[config.mk]
export PLATFORM = sky130hd
export DESIGN_NAME = operand_packer_flat
export DESIGN_NICKNAME = d
export VERILOG_FILES = /design/src/rtl/operand_packer_if.sv /design/src/rtl/operand_packer.sv /design/src/flat_wrapper.sv
export SDC_FILE = /design/constraint.sdc
export NUM_CORES = 1
export LEC_CHECK = 0
export ABC_AREA = 1
export CELL_PAD_IN_SITES_DETAIL_PLACEMENT = 1
export CELL_PAD_IN_SITES_GLOBAL_PLACEMENT = 1
export CORE_UTILIZATION = 43
export CTS_BUF_LIST = sky130_fd_sc_hd__clkbuf_8
export DETAILED_ROUTE_END_ITERATION = 6
export PLACE_DENSITY = 0.84
export SLEW_MARGIN = 30
export SYNTH_ARGS = -nofsm -noshare
export SYNTH_HDL_FRONTEND = slang
export SYNTH_SLANG_ARGS = --single-unit
[constraint.sdc]
create_clock -name clock -period 2.22 [get_ports clock]
set_input_delay 0.222 -clock clock [delete_from_list [all_inputs] [get_ports clock]]
set_output_delay 0.222 -clock clock [all_outputs]
set_load 0.05 [all_outputs]
[src/rtl/operand_packer_if.sv]
// Operand packer bus: operand stream in, packed adder-tree group out.
interface operand_packer_if #(
    parameter int TREE_SIZE = 8,
    parameter int CNT_WIDTH = 16
);
    logic [31:0]             in_data;
    logic                    in_valid;
    logic                    in_last;
    logic                    in_ready;
    logic [32*TREE_SIZE-1:0] out;
    logic                    out_valid;
    logic                    sum_valid;
    logic [CNT_WIDTH-1:0]    group_count;

    modport master (
        output in_data, in_valid, in_last,
        input  in_ready, out, out_valid, sum_valid, group_count
    );

    modport slave (
        input  in_data, in_valid, in_last,
        output in_ready, out, out_valid, sum_valid, group_count
    );
endinterface

[src/rtl/operand_packer.sv]
// Serial-to-parallel packer feeding the pipelined 32-bit adder tree.
// First word of a group lands in the MSB slot; short groups are zero padded.
module operand_packer #(
    parameter int TREE_SIZE    = 8,
    parameter int TREE_LATENCY = 3,
    parameter int CNT_WIDTH    = 16
) (
    input logic           clock,
    input logic           reset,
    operand_packer_if.slave bus
);
    localparam int CW = $clog2(TREE_SIZE);
    localparam int W  = 32 * TREE_SIZE;

    typedef enum logic {FILL, FLUSH} state_t;

    state_t                state, state_d;
    logic [CW-1:0]         cnt, cnt_d, slot;
    logic [W-1:0]          asm_q, asm_d;
    logic [W-1:0]          out_q, out_d;
    logic                  ov_q, ov_d;
    logic [CNT_WIDTH-1:0]  gc_q, gc_d;
    logic [TREE_LATENCY-1:0] sv_q;
    logic                  started;
    logic                  accept;
    logic                  full;

    assign bus.in_ready    = started && (state == FILL);
    assign bus.out         = out_q;
    assign bus.out_valid   = ov_q;
    assign bus.sum_valid   = sv_q[TREE_LATENCY-1];
    assign bus.group_count = gc_q;

    assign accept = bus.in_valid && bus.in_ready;
    assign slot   = CW'(TREE_SIZE - 1) - cnt;
    assign full   = (cnt == CW'(TREE_SIZE - 1));

    always_comb begin
        state_d = state;
        cnt_d   = cnt;
        asm_d   = asm_q;
        out_d   = out_q;
        ov_d    = 1'b0;
        gc_d    = gc_q;
        unique case (state)
            FILL: begin
                if (accept) begin
                    asm_d[32*slot +: 32] = bus.in_data;
                    cnt_d = cnt + 1'b1;
                    // A full group bypasses FLUSH so back-to-back groups see no bubble
                    if (full) begin
                        out_d = asm_d;
                        ov_d  = 1'b1;
                        gc_d  = gc_q + 1'b1;
                        cnt_d = '0;
                        asm_d = '0;
                    end else if (bus.in_last) begin
                        state_d = FLUSH;
                    end
                end
            end
            FLUSH: begin
                out_d   = asm_q;
                ov_d    = 1'b1;
                gc_d    = gc_q + 1'b1;
                cnt_d   = '0;
                asm_d   = '0;
                state_d = FILL;
            end
            default: state_d = FILL;
        endcase
    end

    always_ff @(posedge clock or negedge reset) begin
        if (!reset) begin
            state <= FILL;
        end else begin
            state <= state_d;
        end
    end

    always_ff @(posedge clock or negedge reset) begin
        if (!reset) begin
            cnt     <= '0;
            asm_q   <= '0;
            out_q   <= '0;
            ov_q    <= 1'b0;
            gc_q    <= '0;
            sv_q    <= '0;
            started <= 1'b0;
        end else begin
            cnt     <= cnt_d;
            asm_q   <= asm_d;
            out_q   <= out_d;
            ov_q    <= ov_d;
            gc_q    <= gc_d;
            sv_q    <= (sv_q << 1) | TREE_LATENCY'(ov_q);
            started <= 1'b1;
        end
    end
endmodule

[src/flat_wrapper.sv]
// flat-port wrapper written by rule: the top's interface ports become plain ports
module operand_packer_flat 
#(
    parameter int TREE_SIZE    = 8,
    parameter int TREE_LATENCY = 3,
    parameter int CNT_WIDTH    = 16
)
  (clock, reset, bus_in_data, bus_in_valid, bus_in_last, bus_in_ready, bus_out, bus_out_valid, bus_sum_valid, bus_group_count);
  operand_packer_if #(.TREE_SIZE(TREE_SIZE), .CNT_WIDTH(CNT_WIDTH)) bus_i ();
  input logic clock;
  input logic reset;
  input wire logic [$bits(bus_i.in_data)-1:0] bus_in_data;
  input wire logic [$bits(bus_i.in_valid)-1:0] bus_in_valid;
  input wire logic [$bits(bus_i.in_last)-1:0] bus_in_last;
  output wire logic [$bits(bus_i.in_ready)-1:0] bus_in_ready;
  output wire logic [$bits(bus_i.out)-1:0] bus_out;
  output wire logic [$bits(bus_i.out_valid)-1:0] bus_out_valid;
  output wire logic [$bits(bus_i.sum_valid)-1:0] bus_sum_valid;
  output wire logic [$bits(bus_i.group_count)-1:0] bus_group_count;
  assign bus_i.in_data = bus_in_data;
  assign bus_i.in_valid = bus_in_valid;
  assign bus_i.in_last = bus_in_last;
  assign bus_in_ready = bus_i.in_ready;
  assign bus_out = bus_i.out;
  assign bus_out_valid = bus_i.out_valid;
  assign bus_sum_valid = bus_i.sum_valid;
  assign bus_group_count = bus_i.group_count;
  operand_packer #(.TREE_SIZE(TREE_SIZE), .TREE_LATENCY(TREE_LATENCY), .CNT_WIDTH(CNT_WIDTH)) u_core (.clock(clock), .reset(reset), .bus(bus_i));
endmodule
==> results.md <==
- Run status: completed
- Most frequent standard cell in the layout excluding fill and tap cells: nand2_1
- Pre-antenna DRT Iters: 5
- Number of synthesis warnings: 0
- Final setup fails: 0
- Number of instances in the synthesized netlist: 3,809
- Remaining antenna violation count: 0
- Clock latency on the worst-skew pair: roughly 0.7 ns
- Port-buffer cells: 310
- Total clock sinks: about 540
- Synthesized cell area: approximately 0.028 mm²
- Highest ir drop seen on vdd: approximately 0.00095 V
- Clock buffer count from CTS: 97
- Post-route fraction of the period consumed by the critical path: 0.995
- #FFs+latches synth: about 540
- Area fraction of the dominant cell type after synthesis: 0.483
- Sequential cell area fraction in the yosys report: 0.483
- Number of design-rule violations left by the first detailed-router iteration: between 2,000 and 3,000
- Post-route clock skew: 0.0201 ns
- Transition at the pin with the smallest max-transition slack: between 0.7 and 0.8 ns
- Multi-input gate area: around 0.012 mm²
- Worst min-delay path category: in2async
- CP Launch Type: flip-flop
- Launch point of the critical path: u_core.cnt[1]$_DFFE_PN0P_
- Launching point of the worst reg2reg path: u_core.cnt[1]$_DFFE_PN0P_
- PnR Total Power: 46,800 µW
- Top post-synthesis cells by area: dfrtp_1 (48%), nand2_1 (19%), nand4_1 (8.1%)
- Worst path required time: roughly 2.9 ns
- Max incr delay on CP: around 0.45 ns
- Highest achievable clock rate: about 450 MHz
- Residual DRC count: 0
- Ratio of routed vias to standard cells: ~5.8
- Layout Area Growth over Synthesis: 25.6%
- Initial cell density of the core: 0.438
- Sequential cell area: 0.0134 mm²
- Post-detailed-routing wire length: between 100,000 and 150,000 µm
- Critical path data arrival time: 2.84 ns
- Cell-by-cell listing of the critical path: ha_4 -> ha_2 -> buf_6 -> nand3_2 -> buf_4 -> o21ai_0 -> nand3_1 -> nand2_1
- Static leakage: around 0.018 µW
- Die Y: around 260 µm
- Floorplan die width: roughly 260 µm
- Total routing usage reported by global routing: 0.335
- Critical Path Fanout Max: 25
- Final-report hold violation count: 0
- Library cells used by synthesis: 26
- Overflow left after global routing: 0
- Number of global-route vias before repair: around 29,000
- Clock slew at the register clock pins of the worst setup and hold paths: ~0.060 ns
- Classification of the worst setup path: reg2reg
- Endpoint kind of the worst setup timing path: flip-flop
- Die Outline Area: 0.0658 mm²
- Fill cells: between 7,000 and 8,000
- Buf/Inv on CP: 2
- Syn avg cell area: between 7 and 8 µm²
- Routability-driven placement congestion ratio: 0.853
- Synthesized netlist net count: 3,849
- Relative slew margins: 0.516
- Final std cells w/o fill: between 5,000 and 6,000
- Cell family with the largest share of critical-path delay: adder cells
- Number of primary I/O pins: 311
- Clock root buffer: clkbuf_8
- Critical Path Slowest Stage Cell: dfrtp_2
- H-tree depth reported by CTS: 3
- Pin count of the biggest net entering global routing: roughly 160
- Placeable core region: between 0.06 and 0.07 mm²
- Max-slew violations: 0
- Standard-cell rows: 92
- Routed wirelength normalized by instance count: 22.3 µm
- Share of cells above drive strength 1: 0.0817
- Wire length of the first global-routing pass: ~170,000 µm
- Library cell occupying the most area in the post-synthesis netlist: dfrtp_1
- Clock tree from TritonCTS: done
- Number of placed cells counting well taps: around 4,800
- Post-layout nets: 4,132
- Max-capacitance violation count: 0
- Most frequent cells in the layout: nand2_1 (1,418), dfrtp_1 (535), inv_1 (405)
- Largest buffer count on any clock path: 3
- Min Clock Period, post-route: 2.21 ns
- Via count: 28,900
- Placed wire-length estimate: ~73,000 µm
- Initial antenna violation count: 9
- Power density relative to cell area: between 1000 and 1500 mW/mm²
-- cell usage after synthesis (all sizes together) --
cell    instances
nor3            5
clkbuf        128
nor2           85
o21ai         317
nand2        1420
nand4         360
inv           377
xnor2           4
buf           166
o31ai           1
a21oi           4
xor2            5
ha              4
dfrtp         537
nand3         393
conb            1
nand3b          1
o21bai          1
-- metrics by stage --
stage / util / TNS [ns] / hold WS (ns) / area [µm²] / worst slack [ns]
2_1_floorplan: - / 0 / -0.0736 / 27800 / 0.220
3_3_place_gp: 0.517 / 0 / 0.225 / 32900 / 0.129
3_5_place_dp: 0.517 / 0 / 0.223 / 32900 / 0.0121
4_1_cts: 0.547 / 0 / 0.0691 / 34800 / 0.00101
5_1_grt: 0.550 / -0.0674 / 0.106 / 34900 / -0.0407
6_report: 0.550 / 0 / 0.0953 / 34900 / 0.0120
-- report_power, final --
group | total (µW) | switching, µW | internal (µW)
logic | 21700 | 15200 | 6550
registers | 15700 | 2640 | 13000
clock network | 9440 | 4370 | 5070
-- worst paths after layout --
kind / end / slack, ns / cells after the start
worst max register to register: u_core.bus.out[50]$_DFFE_PN0P_ / 0.01 / 8
worst min register to register: u_core.sv_q[1]$_DFF_PN0_ / 0.35 / 0
worst max-delay path: u_core.bus.out[50]$_DFFE_PN0P_ / 0.01 / 8
max in group asynchronous: u_core.asm_q[209]$_DFFE_PN0P_ / 1.30 / 4
worst min-delay path: u_core.bus.out[187]$_DFFE_PN0P_ / 0.1 / 2
min in group clock: u_core.state$_DFF_PN0_ / 0.23 / 3
-- logic make-up (layout without fill, tap and decap cells) --
logic type	after synthesis	in the layout	synth area share
and+or+nand+nor	2264	2264	0.357
adders and majority gates	4	4	0.00180
buffers and inverters	671	1022	0.0969
xor gates and xnor gates	9	9	0.00283
AOI/OAI and AO/OA	323	323	0.0584
other	1	7	0.000135
DFF	537	537	0.483
-- registers in the layout, indices dropped and copies added (netlist names) --
signal                  flops
u_core.asm_q              256
u_core.bus.out            256
u_core.bus.group_count     16
u_core.cnt                  3
u_core.sv_q                 3
u_core.bus.out_valid        1
u_core.started              1
u_core.state                1
-- metal layers --
layer	share of wire	global-route usage	vias to the layer above
li1	-	-	13000
met1	0.42	0.458	14500
met2	0.46	0.517	1187
met3	0.081	0.0597	240
met4	0.045	0.154	4
met5	0.00024	0	-
-- cell type report --
class | instances | share of cell area
clock buffers | 124 | 0.0488
inverters | 377 | 0.0408
clock inverters | 43 | 0.00573
diodes | 6 | 0.000430
flip-flops and latches | 537 | 0.385
multi-input cells | 2601 | 0.338
repair buffers | 478 | 0.151
well taps | 846 | 0.0303
-- worst reg2reg max path: cells and delay by family (launching register included) --
| family | cells | cell delay (ns) |
|---|---|---|
| flops | 1 | 0.45 |
| buf+inv | 2 | 0.41 |
| fa+ha+maj | 2 | 0.54 |
| compound gates | 1 | 0.39 |
| simple gates | 3 | 0.35 |
-- timing repair --
item | in CTS | in global routing
gates resized for setup | 37 | 28
setup buffers | 0 | 1
gates cloned | 0 | 4
hold buffers | 1 | 0
setup endpoints to repair | 49 | 223
endpoints found under the hold margin | 439 | 0
pin swaps | 0 | 3
Note: power is estimated with default switching activity, not from simulation.
